===== config.mk =====
export PLATFORM = sky130hd
export DESIGN_NAME = fnd_scan_ctrl
export DESIGN_NICKNAME = d
export VERILOG_FILES = /design/src/rtl/fnd_pkg.sv /design/src/rtl/fnd_slot_timer.sv /design/src/rtl/fnd_scan_ctrl.sv
export SDC_FILE = /design/constraint.sdc
export NUM_CORES = 1
export LEC_CHECK = 0
export CORE_MARGIN = 2
export CORE_UTILIZATION = 58
export CTS_BUF_LIST = sky130_fd_sc_hd__clkbuf_8
export DETAILED_ROUTE_END_ITERATION = 8
export HOLD_SLACK_MARGIN = 0.02
export PLACE_DENSITY = 0.84
export SYNTH_ARGS = -nofsm -noshare
export SYNTH_HDL_FRONTEND = slang
export SYNTH_SLANG_ARGS = --single-unit

===== constraint.sdc =====
create_clock -name clk_wiz -period 5.5 [get_ports clk_wiz]
set_input_delay 1.375 -clock clk_wiz [delete_from_list [all_inputs] [get_ports clk_wiz]]
set_output_delay 1.375 -clock clk_wiz [all_outputs]
set_load 0.1 [all_outputs]

===== src/rtl/fnd_pkg.sv =====
// Shared types and constants for the multiplexed 7-segment scan controller.
// Contents: scan state enum, default blank segment value, and active-low
// segment patterns (bit order dp,g,f,e,d,c,b,a) for digits 0-9 and a dash.
package fnd_pkg;

    typedef enum logic [1:0] {
        ST_IDLE   = 2'd0,
        ST_ACTIVE = 2'd1,
        ST_BLANK  = 2'd2
    } scan_state_e;

    localparam logic [7:0] SEG_BLANK_DEF = 8'hFF;

    localparam logic [7:0] SEG_0    = 8'hC0;
    localparam logic [7:0] SEG_1    = 8'hF9;
    localparam logic [7:0] SEG_2    = 8'hA4;
    localparam logic [7:0] SEG_3    = 8'hB0;
    localparam logic [7:0] SEG_4    = 8'h99;
    localparam logic [7:0] SEG_5    = 8'h92;
    localparam logic [7:0] SEG_6    = 8'h82;
    localparam logic [7:0] SEG_7    = 8'hF8;
    localparam logic [7:0] SEG_8    = 8'h80;
    localparam logic [7:0] SEG_9    = 8'h90;
    localparam logic [7:0] SEG_DASH = 8'hBF;

endpackage


===== src/rtl/fnd_slot_timer.sv =====
// Digit slot timer: counts 0..SCAN_DIV-1 while run_i is high, held at 0 otherwise.
// Ports:
//   clk_i            clock, posedge
//   rst_ni           synchronous active-low reset
//   run_i            1 = count, 0 = clear and hold at 0
//   blank_start_c_o  combinational strobe on the last active cycle of a slot
//   slot_end_c_o     combinational strobe on the last cycle of a slot
module fnd_slot_timer #(
    parameter int unsigned SCAN_DIV  = 5000,
    parameter int unsigned BLANK_CYC = 16
) (
    input  logic clk_i,
    input  logic rst_ni,
    input  logic run_i,
    output logic blank_start_c_o,
    output logic slot_end_c_o
);

    localparam int unsigned CNT_W = $clog2(SCAN_DIV);

    logic [CNT_W-1:0] cnt_q;

    assign blank_start_c_o = (cnt_q == CNT_W'(SCAN_DIV - BLANK_CYC - 1));
    assign slot_end_c_o    = (cnt_q == CNT_W'(SCAN_DIV - 1));

    // Slot counter; wraps at the end of each slot.
    always_ff @(posedge clk_i) begin
        if (!rst_ni || !run_i) begin
            cnt_q <= '0;
        end else if (slot_end_c_o) begin
            cnt_q <= '0;
        end else begin
            cnt_q <= cnt_q + CNT_W'(1);
        end
    end

endmodule


===== src/rtl/fnd_scan_ctrl.sv =====
// Multiplexed 7-segment scan controller with per-slot blanking, frame-latched
// shadow buffer, digit mask and enable.
// Ports:
//   clk_wiz      clock, posedge
//   rst          synchronous active-low reset
//   en           1 = scanning, 0 = dark and counters held at 0
//   seg_in       digit i pattern at [i*SEG_W +: SEG_W], latched at frame start
//   dig_mask     1 = digit i shown, latched at frame start
//   seg_out      registered segment bus
//   dig_out      registered one-hot digit enable (polarity per DIG_ACT_HIGH)
//   frame_start  registered 1-cycle pulse when the digit 0 slot begins
module fnd_scan_ctrl
    import fnd_pkg::*;
#(
    parameter int unsigned      N_DIG        = 4,
    parameter int unsigned      SEG_W        = 8,
    parameter int unsigned      SCAN_DIV     = 5000,
    parameter int unsigned      BLANK_CYC    = 16,
    parameter bit               DIG_ACT_HIGH = 1'b1,
    parameter logic [SEG_W-1:0] SEG_BLANK    = SEG_W'(SEG_BLANK_DEF)
) (
    input  logic                   clk_wiz,
    input  logic                   rst,
    input  logic                   en,
    input  logic [N_DIG*SEG_W-1:0] seg_in,
    input  logic [N_DIG-1:0]       dig_mask,
    output logic [SEG_W-1:0]       seg_out,
    output logic [N_DIG-1:0]       dig_out,
    output logic                   frame_start
);

    localparam int unsigned IDX_W = $clog2(N_DIG);
    localparam logic [N_DIG-1:0] DIG_OFF = DIG_ACT_HIGH ? {N_DIG{1'b0}} : {N_DIG{1'b1}};

    scan_state_e      state_q;
    logic [IDX_W-1:0] idx_q;
    logic [SEG_W-1:0] shadow_q [N_DIG];
    logic [N_DIG-1:0] mask_q;

    logic             blank_start;
    logic             slot_end;
    logic             wrap;
    logic             advance;
    logic [IDX_W-1:0] idx_d;
    logic [SEG_W-1:0] pat_d;
    logic             on_d;

    // Digit enable pattern for one slot, honouring polarity and mask.
    function automatic logic [N_DIG-1:0] dig_sel(input logic [IDX_W-1:0] idx, input logic on);
        logic [N_DIG-1:0] oh;
        oh      = '0;
        oh[idx] = 1'b1;
        if (!on) begin
            return DIG_OFF;
        end
        return DIG_ACT_HIGH ? oh : ~oh;
    endfunction

    fnd_slot_timer #(
        .SCAN_DIV  (SCAN_DIV),
        .BLANK_CYC (BLANK_CYC)
    ) u_slot_timer (
        .clk_i           (clk_wiz),
        .rst_ni          (rst),
        .run_i           (en && (state_q != ST_IDLE)),
        .blank_start_c_o (blank_start),
        .slot_end_c_o    (slot_end)
    );

    // Next-slot selection. A fresh frame (from IDLE or after the last digit)
    // takes digit 0 straight from the inputs, as they are latched on that edge.
    always_comb begin
        wrap    = (state_q == ST_IDLE) || (idx_q == IDX_W'(N_DIG - 1));
        idx_d   = wrap ? '0 : idx_q + IDX_W'(1);
        advance = (state_q == ST_IDLE)
               || ((state_q == ST_ACTIVE) && blank_start && (BLANK_CYC == 0))
               || ((state_q == ST_BLANK) && slot_end);
        if (wrap) begin
            pat_d = seg_in[SEG_W-1:0];
            on_d  = dig_mask[0];
        end else begin
            pat_d = shadow_q[idx_d];
            on_d  = mask_q[idx_d];
        end
    end

    // Scan FSM, shadow buffer and registered outputs.
    always_ff @(posedge clk_wiz) begin
        if (!rst) begin
            state_q     <= ST_IDLE;
            idx_q       <= '0;
            mask_q      <= '0;
            for (int i = 0; i < N_DIG; i++) begin
                shadow_q[i] <= SEG_BLANK;
            end
            seg_out     <= SEG_BLANK;
            dig_out     <= DIG_OFF;
            frame_start <= 1'b0;
        end else if (!en) begin
            state_q     <= ST_IDLE;
            idx_q       <= '0;
            seg_out     <= SEG_BLANK;
            dig_out     <= DIG_OFF;
            frame_start <= 1'b0;
        end else begin
            frame_start <= 1'b0;
            if (advance) begin
                state_q     <= ST_ACTIVE;
                idx_q       <= idx_d;
                frame_start <= wrap;
                if (wrap) begin
                    mask_q <= dig_mask;
                    for (int i = 0; i < N_DIG; i++) begin
                        shadow_q[i] <= seg_in[i*SEG_W +: SEG_W];
                    end
                end
                seg_out <= on_d ? pat_d : SEG_BLANK;
                dig_out <= dig_sel(idx_d, on_d);
            end else if ((state_q == ST_ACTIVE) && blank_start) begin
                state_q <= ST_BLANK;
                seg_out <= SEG_BLANK;
                dig_out <= DIG_OFF;
            end
        end
    end

endmodule


# Word-level counts from Yosys, hierarchy flattened
# Memory sizes are Yosys's and may differ from the RTL's.
# Cells that the tools add are included.
[word_totals]
regBits = 34
mem_bits_rw = 32
input_bits = 39
out_inout_bits = 13
mem_count = 1
[memory_table]
columns = ["memory", "words", "word_bits", "read_ports", "rd_clocked_by_memory_dff", "wr", "line_no", "text"]
rows = [
  ["shadow_q", 4, 8, 1, 0, 4, "fnd_scan_ctrl.sv:37", "logic [SEG_W-1:0] shadow_q [N_DIG];"],
]
[classes]
add_sub_neg = 2
magnitude_cmp = 2
n_eq_ne = 5
mux = 30
bitwise_logic = 6
n_reduce_logical = 17
[op_table]
columns = ["operator", "n"]
rows = [
  ["$mux W8", 8],
  ["$eq A13 B13 Y1 const B", 2],
  ["$mux W4", 4],
  ["$mux W1", 15],
  ["$add A13 B1 Y13 const B", 1],
  ["$reduce_and A3 Y1", 2],
  ["$eq A2 B2 Y1 const B", 2],
  ["$logic_and A1 B1 Y1", 4],
  ["$or A1 B1 Y1", 4],
  ["$reduce_bool A2 Y1", 2],
  ["$logic_or A1 B1 Y1", 3],
  ["$lt A2 B3 Y1 const B", 1],
  ["$reduce_or A3 Y1", 1],
  ["$add A2 B1 Y2 const B", 1],
  ["$bmux W1 S2", 1],
  ["$demux W1 S2", 1],
  ["$eq A2 B1 Y1 const B", 1],
  ["$ge A2 B1 Y1 const B", 1],
  ["$logic_not A1 Y1", 2],
  ["$logic_not A2 Y1", 1],
  ["$mux W2", 1],
  ["$not A1 Y1", 2],
  ["$reduce_and A2 Y1", 1],
  ["$reduce_or A2 Y1", 1],
]

# Longest topological paths before layout
# Gate-level depths: netlist of run 1.
[logic_depth]
depth_word = 12
mapped_depth = 7
ltp_nobuf = 6

# Cells and area by module
# Synthesis of run 1 repeated with hierarchy kept, for this count alone.
[unflattened]
hier_cells = 274
area_unflattened_um2 = 3034.2
[modules_own_cells]
columns = ["mod", "n_inst", "cells_each", "area_per_inst_um2", "seq_area_each_um2"]
rows = [
  ["fnd_scan_ctrl", 1, 208, 2427.3, 1381.3],
  ["fnd_slot_timer", 1, 66, 606.8, 260.2],
]

# Worst setup path after synthesis of run 1
# No wires, ideal clock.
[synth_path]
path_type = "input -> register"
from = "input port en"
to = "memory shadow_q[0][0], enable pin"
setup_ns = 0.387
arrival_ns = 2.242
t_required_ns = 5.113
slack_ns = 2.871
stages = 2
cell_sequence = "a41oi_1 > inv_1"
[synth_lines]
columns = ["item", "line_no", "text"]
rows = [
  ["start, declared", "fnd_scan_ctrl.sv:24", "input logic en,"],
  ["end, declared", "fnd_scan_ctrl.sv:37", ""],
]

==> results.sh, run 1 <==
export IMPL_crit_fanout=37
export IMPL_clk_pin_slew_ns=0.07
export IMPL_die_h_um=74.97
export IMPL_avgSynthCellArea_um2=11.41
export IMPL_cts_buffers=9
export IMPL_vias_per_cell=5.586
export IMPL_cts_root_buf="clkbuf_8"
export IMPL_antenna_cells=0
export IMPL_num_io_pins=52
export IMPL_dieArea_mm2=0.005621
export IMPL_placementRows=25
export IMPL_yosysSeqAreaShare_pct=56.19
export IMPL_design_area_mm2=0.003679
export IMPL_hp_class="reg -> reg"
export IMPL_worstPathRequired_ns=5.55
export IMPL_min_period_ns=3.311
export IMPL_post_cts_resize_count=0
export IMPL_cts_setup_buffers=0
export IMPL_synth_cell_types=47
export IMPL_p_leak_nw=1.171
export IMPL_synthFlopType="dfxtp_1"
export IMPL_crit_arrival_ns=3.36
export IMPL_multi_input_area_mm2=0.001189
export IMPL_max_freq_mhz=302.0
export IMPL_outcome="completed"
export IMPL_period_share_pct=60.20
export IMPL_rsz0062_at_grt="false"
export IMPL_dr_pass1_iters=5
export IMPL_async_reset_ff_share_pct=0
export IMPL_wl_mm=5.911
export IMPL_p_per_area_mw_per_mm2=291.9
export IMPL_netlist_area_mm2=0.002922
export IMPL_skew_ns=0.009196
export IMPL_slew_headroom_pct=21.63
export IMPL_grt_max_degree=38
export IMPL_synth_net_count=297
export IMPL_slew_viol_final=0
export IMPL_drive_gt1_share_pct=8.974
export IMPL_antenna_found_initial=0
export IMPL_final_cell_mix="clkdlybuf4s50_1, dfxtp_1, nand2b_1"
export IMPL_hpwl_mm=4.130
export IMPL_clkLatencyLatePin_ns=0.34
export IMPL_cts_tree="built"
export IMPL_worstSetupPathType="in -> reg"
export IMPL_ys_ff_latch=66
export IMPL_routed_via_count=2117
export IMPL_layout_commonest_cell="clkdlybuf4s50_1"
export IMPL_hold_buffers=0
export IMPL_grt_pass1_wl_mm=9.591
export IMPL_syn2layout_area_growth_pct=25.91
export IMPL_crit_path_top_delay_cell="inv_1"
export IMPL_core_mm2=0.004786
export IMPL_syn_inst=256
export IMPL_cpPeakStageDelay_ns=0.80
export IMPL_die_x_um=74.97
export IMPL_grt_use_total_pct=23.52
export IMPL_clk_path_buf_depth=2
export IMPL_final_nets=348
export IMPL_whs_ns=0.4692
export IMPL_wl_per_cell_um=15.60
export IMPL_cts_sink_count=66
export IMPL_setup_violations=0
export IMPL_postRouteAntennaNets=0
export IMPL_synth_edff_count=32
export IMPL_initial_core_util_pct=61.05
export IMPL_hold_viol_final=0
export IMPL_seq_area_mm2=0.001642
export IMPL_numPortBuffers=51
export IMPL_tightestPinTransition_ns=1.174
export IMPL_max_vdd_ir_drop_mv=0.1914
export IMPL_place_gp_congestion=0.8607
export IMPL_start_kind="input pin"
export IMPL_netlist_top_cell_by_area="edfxtp_1"
export IMPL_grt_pass1_vias=2052
export IMPL_setup_tns_ns=0
export IMPL_yosys_area_top_type_share_pct=32.89
export IMPL_drt_iter0_drc=118
export IMPL_overflow=0
export IMPL_drc_errors=0
export IMPL_cap_violations=0
export IMPL_h_tree_depth=3
export IMPL_yosys_top_cells_area="edfxtp_1, dfxtp_1, nand2b_1"
export IMPL_n_fill_cell=315
export IMPL_crit_path_end_kind="register"
export IMPL_placed_area_mm2=0.003462
export IMPL_crit_path_cell_trace="clkdlybuf4s50_1 -> nand2_1 -> o22a_2 -> inv_1 -> nand2b_1"
export IMPL_yosysWarnings=0
state kept, by name, summed over array words and instances, names as in the netlist:
| name | flops |
|---|---|
| shadow_q | 32 |
| u_slot_timer.cnt_q | 13 |
| seg_out | 8 |
| dig_out | 4 |
| mask_q | 4 |
| idx_q | 2 |
| state_q | 2 |
| frame_start | 1 |
cell usage after synthesis (2+ instances only):
cell type and n:
a221o_1 2, edfxtp_1 32, clkbuf_1 2, inv_1 10, nand4_1 2, o22ai_1 6
buf_2 7, a32o_1 2, a32oi_1 3, xnor2_1 5, and2_1 3, o21ai_0 6
ha_1 2, nor2_1 17, dfxtp_1 34, or4_1 2, a22o_1 4, a2bb2oi_1 8
xor2_1 5, o21bai_1 2, mux2i_1 7, o211ai_1 3, nor2b_1 2, nor3_1 3
nand2b_1 33, nand3_1 9, mux2_2 2, a21oi_1 2, mux4_2 4, nand2_1 20
logic make-up (layout without fill, tap and decap cells):
group | after synthesis | after routing | synth area share, %
AO/OA/AOI/OAI | 44 | 44 | 11.65
XOR/XNOR | 10 | 10 | 2.998
adder cells (fa/ha/maj) | 2 | 2 | 0.8564
buffers and inverters | 21 | 77 | 3.126
flip-flops | 66 | 66 | 56.19
multiplexers | 13 | 13 | 6.253
AND/OR/NAND/NOR | 100 | 100 | 18.93
worst paths after layout:
path / start / endpoint / slack [ns] / cells after the start
min: dig_out[2] / dig_out[2] / 0.47 / 2
max: en / shadow_q[3][2] / 2.19 / 5
max reg2reg: idx_q[0] / shadow_q[3][6] / 2.54 / 4
min reg2reg: dig_out[2] / dig_out[2] / 0.47 / 2
per-stage QoR:
step | instances | util (%) | setup slack (ns) | power (mW)
2_1_floorplan | 256 | - | 2.871 | 0.6116
4_1_cts | 379 | 76.86 | 2.149 | 1.077
6_report | 379 | 76.86 | 2.189 | 1.074
5_1_grt | 379 | 76.86 | 1.957 | 1.108
3_3_place_gp | 363 | 72.34 | 1.942 | 0.6531
3_5_place_dp | 363 | 72.34 | 1.823 | 0.6560
worst max-delay path, delay by kind of cell:
family / cells / cell delay [ns]
AOI/OAI and AO/OA: 1 / 0.31
and+or+nand+nor: 2 / 0.31
buffers and inverters: 2 / 1.35
area by class of cell:
cell class,count,area share [%]
multi-input cells,169,32.31
clock buffers,13,4.864
inverters,10,1.020
flip-flops and latches,66,44.63
repair buffers,51,13.88
well taps,67,2.279
clock inverters,3,1.020
metal layers:
layer,GRT usage (%),part of all wire (%)
met2,36.94,49
met3,6.158,5.6
met5,0,0
met4,9.921,1.2
met1,31.10,44
where the power goes:
| group | switching (mW) | total, mW | internal (mW) |
|---|---|---|---|
| registers | 0.00750 | 0.540 | 0.533 |
| logic | 0.0561 | 0.105 | 0.0490 |
| clock network | 0.173 | 0.428 | 0.256 |
| total | 0.236 | 1.07 | 0.838 |
(Power assumes the default switching activity.)
==> run 2: changes to the inputs <==
--- a/config.mk
+++ b/config.mk
@@ -6,11 +6,11 @@
 export NUM_CORES = 1
 export LEC_CHECK = 0
 export CORE_MARGIN = 2
-export CORE_UTILIZATION = 58
+export CORE_UTILIZATION = 54
 export CTS_BUF_LIST = sky130_fd_sc_hd__clkbuf_8
 export DETAILED_ROUTE_END_ITERATION = 8
 export HOLD_SLACK_MARGIN = 0.02
-export PLACE_DENSITY = 0.84
+export PLACE_DENSITY = 0.79
 export SYNTH_ARGS = -nofsm -noshare
 export SYNTH_HDL_FRONTEND = slang
 export SYNTH_SLANG_ARGS = --single-unit
==> constraint.sdc (replaced) <==
create_clock -name clk_wiz -period 3.5 [get_ports clk_wiz]
set_input_delay 0.875 -clock clk_wiz [delete_from_list [all_inputs] [get_ports clk_wiz]]
set_output_delay 0.875 -clock clk_wiz [all_outputs]
set_load 0.1 [all_outputs]
==> run 2 against run 1 <==
Worst setup slack worse by 1.1 ns. Clock-buffer cell count shrank 3. Via count decreased by 0.43%. Clock skew up 0.0020 ns. Sequential power grew 57%. Flip-flop and latch count is the same. Cell count grew 1.6%. Die area increased by 7.0%. Sequential share of layout area is 0.41 points higher. Register-to-register slack lost 1.4 ns. Highest routed layer unchanged.
==> results.sh, run 2 (same netlist as run 1, synthesis figures left out) <==
export IMPL_outcome="completed"
export IMPL_antenna_cells=0
export IMPL_dr_pass1_iters=4
export IMPL_grt_max_degree=38
export IMPL_fin_util_pct=70.46
export IMPL_regMostFlops="shadow_q"
export IMPL_hold_viol_final=0
export IMPL_start_kind="register"
export IMPL_wl_met3_um=336
export IMPL_cts_tree="built"
export IMPL_period_share_pct=67.84
export IMPL_m1WireLength_mm=2.661
export IMPL_placementRows=26
export IMPL_core_mm2=0.005172
export IMPL_cts_setup_buffers=0
export IMPL_clkLatencyLatePin_ns=0.34
export IMPL_max_vdd_ir_drop_mv=0.3086
export IMPL_cts_buffers=9
export IMPL_tightestPinTransition_ns=0.7117
export IMPL_power_mw=1.627
export IMPL_die_h_um=77.56
export IMPL_worstSetupPathType="reg -> reg"
export IMPL_crit_path_end_kind="register"
export IMPL_initial_core_util_pct=56.48
export IMPL_max_freq_mhz=421.2
export IMPL_num_io_pins=52
export IMPL_hold_buffers=0
export IMPL_rsz0062_at_grt="false"
export IMPL_place_gp_congestion=0.8370
export IMPL_worstPathRequired_ns=3.49
export IMPL_wl_per_cell_um=15.22
export IMPL_crit_arrival_ns=2.37
export IMPL_syn2layout_area_growth_pct=24.75
export IMPL_p_leak_nw=1.186
export IMPL_crit_fanout=32
export IMPL_largest_register_ffs=32
export IMPL_skew_ns=0.01119
export IMPL_routed_via_count=2108
export IMPL_final_nets=351
export IMPL_grt_pass1_wl_mm=9.563
export IMPL_cts_sink_count=66
export IMPL_grt_pass1_vias=2053
export IMPL_setup_tns_ns=0
export IMPL_vias_per_cell=5.475
export IMPL_slew_viol_final=0
export IMPL_grt_use_total_pct=21.11
export IMPL_wl_mm=5.861
export IMPL_top_regs="shadow_q: 32 flops, u_slot_timer.cnt_q: 13 flops, seg_out: 8 flops"
export IMPL_hpwl_mm=4.072
export IMPL_hp_class="reg -> reg"
export IMPL_clk_pin_slew_ns=0.07
export IMPL_layout_commonest_cell="clkdlybuf4s50_1"
export IMPL_top_layer="met4"
export IMPL_final_cell_mix="clkdlybuf4s50_1, dfxtp_1, nand2b_1"
export IMPL_h_tree_depth=3
export IMPL_die_x_um=77.56
export IMPL_min_period_ns=2.374
export IMPL_antenna_found_initial=0
export IMPL_p_per_area_mw_per_mm2=446.5
export IMPL_drive_gt1_share_pct=13.65
export IMPL_cap_violations=0
export IMPL_dieArea_mm2=0.006015
export IMPL_wl_met2_mm=2.796
export IMPL_numPortBuffers=51
export IMPL_post_cts_resize_count=0
export IMPL_cts_root_buf="clkbuf_8"
export IMPL_postRouteAntennaNets=0
export IMPL_clk_path_buf_depth=2
export IMPL_drt_iter0_drc=109
export IMPL_setup_violations=0
export IMPL_overflow=0
export IMPL_slew_headroom_pct=52.45
export IMPL_n_fill_cell=416
export IMPL_drc_errors=0
-- run 2: cell types whose count changed in the layout (fill, tap and decap cells not counted) --
cell             delta
buf_4              +16
clkbuf_8            -3
clkdlybuf4s50_1    -13
clkinv_2            +2
inv_1               +1
-- run 2: worst paths after layout --
path	slack (ns)	depth (start not counted)	endpoint	start
min reg2reg	0.47	1	u_slot_timer.cnt_q[0]	u_slot_timer.cnt_q[0]
min	0.47	1	u_slot_timer.cnt_q[0]	u_slot_timer.cnt_q[0]
max	1.13	7	shadow_q[1][5]	u_slot_timer.cnt_q[0]
max reg2reg	1.13	7	shadow_q[1][5]	u_slot_timer.cnt_q[0]
-- run 2: stage by stage --
step                      area [um2]  hold WS, ns  instances  setup WS (ns)
after detailed placement        3456       0.4551        369         0.8013
after CTS                       3645       0.4719        385          1.120
after global routing            3645       0.4935        385         0.9043
final                           3645       0.4666        385          1.126
after floorplan                 2922       0.4302        256          1.162
after global placement          3456       0.4478        369         0.8624
-- run 2: area by class of cell --
type | count | area (um2) | area share, %
Multi-Input combinational cell | 169 | 1189 | 32.61
Timing Repair Buffer | 54 | 500.5 | 13.73
Inverter | 10 | 37.54 | 1.030
Clock inverter | 6 | 51.30 | 1.407
Clock buffer | 10 | 137.6 | 3.776
Sequential cell | 66 | 1642 | 45.04
Tap cell | 70 | 87.58 | 2.403
-- run 2: power breakdown --
group | internal [mW] | switching (mW) | total, mW
clock | 0.338 | 0.276 | 0.614
sequential | 0.836 | 0.0111 | 0.848
combinational | 0.0773 | 0.0888 | 0.166
total | 1.25 | 0.375 | 1.63
-- run 2: metal layers --
layer | global-route usage, % | vias to the layer above
met5 | 0 | -
met4 | 9.821 | 0
met3 | 6.279 | 6
met2 | 33.91 | 62
met1 | 26.25 | 999
li1 | - | 1041
-- run 2: critical path: stages (launching register included) --
cell and delay, ns:
dfxtp_1 0.38, ha_1 0.25, and4b_1 0.28, nand3_2 0.17, nand2_1 0.13, a41oi_1 0.29
inv_1 0.12, buf_4 0.37
==> run 3: changes to the inputs <==
==> constraint.sdc (replaced) <==
create_clock -name clk_wiz -period 2.2 [get_ports clk_wiz]
set_input_delay 0.55 -clock clk_wiz [delete_from_list [all_inputs] [get_ports clk_wiz]]
set_output_delay 0.55 -clock clk_wiz [all_outputs]
set_load 0.1 [all_outputs]
==> run 3 against run 2 <==
Flip-flop and latch count did not move. Critical endpoint is now seg_out[6]. Die area did not move. Largest cell class unchanged. Cell count rose by 2.1%. Via count rose by 1.4%. Combinational power rose by 73%. Sequential power rose by 59%. Wire length rose by 3.8%. Non-clock buffer count rose by 8.
==> results.sh, run 3 (same netlist as run 1, synthesis figures left out) <==
export IMPL_outcome="completed"
export IMPL_grt_pass1_vias=2110
export IMPL_dp_cells=377
export IMPL_slew_headroom_pct=55.77
export IMPL_syn2layout_area_growth_pct=29.08
export IMPL_cts_sink_count=66
export IMPL_num_io_pins=52
export IMPL_regMostFlops="shadow_q"
export IMPL_post_cts_resize_count=0
export IMPL_initial_core_util_pct=56.48
export IMPL_cts_buffers=9
export IMPL_start_kind="register"
export IMPL_h_tree_depth=3
export IMPL_clkLatencyLatePin_ns=0.34
export IMPL_max_vdd_ir_drop_mv=0.5694
export IMPL_reg2regPathDepth=6
export IMPL_largest_register_ffs=32
export IMPL_p_leak_nw=1.225
export IMPL_min_period_ns=2.091
export IMPL_die_h_um=77.56
export IMPL_crit_path_cell_trace="ha_1 -> and4b_1 -> nand3_2 -> or4_1 -> o22ai_1 -> a2bb2oi_1"
export IMPL_antenna_found_initial=0
export IMPL_p_sw_mw=0.6194
export IMPL_vias_per_cell=5.440
export IMPL_grt_pass1_wl_mm=9.991
export IMPL_r2r_start="u_slot_timer.cnt_q[0]"
export IMPL_clk_pin_slew_ns=0.07
export IMPL_max_freq_mhz=478.3
export IMPL_tightestPinTransition_ns=0.6620
export IMPL_crit_path_end_kind="register"
export IMPL_setup_tns_ns=0
export IMPL_layout_commonest_cell="clkdlybuf4s50_1"
export IMPL_numPortBuffers=51
export IMPL_routed_via_count=2138
export IMPL_stdcell_count=393
export IMPL_drc_errors=0
export IMPL_worstSetupPathType="reg -> reg"
export IMPL_dieArea_mm2=0.006015
export IMPL_drive_gt1_share_pct=16.72
export IMPL_period_share_pct=95.03
export IMPL_overflow=0
export IMPL_die_x_um=77.56
export IMPL_internal_power_mw=2.016
export IMPL_cts_tree="built"
export IMPL_place_gp_congestion=0.8678
export IMPL_crit_arrival_ns=2.32
export IMPL_skew_ns=0.006044
export IMPL_setup_violations=0
export IMPL_p_comb_share_pct=10.9
export IMPL_grt_use_total_pct=22.04
export IMPL_pwr_share_clk_pct=37.9
export IMPL_p_per_area_mw_per_mm2=698.7
export IMPL_final_nets=359
export IMPL_cpPeakStageDelay_ns=0.69
export IMPL_regToRegSetupSlack_ns=0.11
export IMPL_rsz0062_at_grt="false"
export IMPL_switching_share_pct=23.51
export IMPL_crit_fanout=8
export IMPL_hold_viol_final=0
export IMPL_top_regs="shadow_q: 32 flops, u_slot_timer.cnt_q: 13 flops, seg_out: 8 flops"
export IMPL_endpoint="seg_out[6]"
export IMPL_drt_iter0_drc=183
export IMPL_reg2reg_to="seg_out[6]"
export IMPL_hold_buffers=0
export IMPL_wl_mm=6.083
export IMPL_core_mm2=0.005172
export IMPL_final_cell_mix="clkdlybuf4s50_1, dfxtp_1, nand2b_1"
export IMPL_p_seq_share_pct=51.2
export IMPL_grt_max_degree=33
export IMPL_postRouteAntennaNets=0
export IMPL_cts_setup_buffers=0
export IMPL_wl_per_cell_um=15.48
export IMPL_slew_viol_final=0
export IMPL_antenna_cells=0
export IMPL_clk_path_buf_depth=2
export IMPL_cts_root_buf="clkbuf_8"
export IMPL_hpwl_mm=4.384
export IMPL_crit_path_top_delay_cell="or4_1"
export IMPL_crit_start="u_slot_timer.cnt_q[0]"
export IMPL_hp_class="reg -> reg"
export IMPL_dr_pass1_iters=4
export IMPL_worstPathRequired_ns=2.43
export IMPL_cap_violations=0
export IMPL_placementRows=26
[run 3: worst min-delay path by stage]
stage,startpoint,end,slack [ns],cells after the start
detailed placement,dig_out[1],dig_out[1],0.46,2
global placement,u_slot_timer.cnt_q[0],u_slot_timer.cnt_q[0],0.45,1
global route,dig_out[1],dig_out[1],0.49,2
CTS,dig_out[1],dig_out[1],0.47,2
finish,dig_out[1],dig_out[1],0.47,2
floorplan,u_slot_timer.cnt_q[0],u_slot_timer.cnt_q[0],0.43,1
[run 3: stage by stage]
| stage | power [mW] | util (%) | hold slack, ns | worst slack (ns) | instance area (um2) |
|---|---|---|---|---|---|
| 3_3_place_gp | 1.658 | 69.13 | 0.4483 | 0.04779 | 3576 |
| 2_1_floorplan | 1.533 | - | 0.4302 | 0.006622 | 2944 |
| 5_1_grt | 2.737 | 72.91 | 0.4881 | 0.002355 | 3771 |
| 3_5_place_dp | 1.666 | 69.13 | 0.4603 | 0.004504 | 3576 |
| 4_1_cts | 2.649 | 72.91 | 0.4749 | 0.1293 | 3771 |
| 6_report | 2.635 | 72.91 | 0.4716 | 0.1094 | 3771 |
[run 3: layout make-up]
| type | count | area, um2 |
|---|---|---|
| multi-input cells | 169 | 1207 |
| inverters | 10 | 41.29 |
| flip-flops and latches | 66 | 1642 |
| repair buffers | 62 | 598.1 |
| clock inverters | 6 | 57.56 |
| fillers | 366 | 1401 |
| well taps | 70 | 87.58 |
| clock buffers | 10 | 137.6 |
[run 3: layer usage]
layer | global-route usage [%] | vias up | routed length (um)
li1 | - | 1059 | -
met1 | 29.23 | 993 | 2650
met2 | 34.70 | 79 | 2988
met3 | 6.163 | 7 | 383
met4 | 8.036 | 0 | 61
met5 | 0 | - | 0
[run 3: power groups by stage]
| stage | Combinational, mW | Sequential (mW) | Clock [mW] |
|---|---|---|---|
| after floorplan | 0.120 | 1.41 | 0 |
| after global placement | 0.284 | 1.37 | 0 |
| after detailed placement | 0.289 | 1.38 | 0 |
| after CTS | 0.291 | 1.35 | 1.01 |
| after global routing | 0.309 | 1.35 | 1.07 |
| final | 0.288 | 1.35 | 0.998 |
[run 3: critical path, delay by kind of cell (launching register included)]
kind,cells,cell delay (ns)
and+or+nand+nor,3,1.12
DFF,1,0.38
AOI/OAI and AO/OA,2,0.29
adders and majority gates,1,0.19
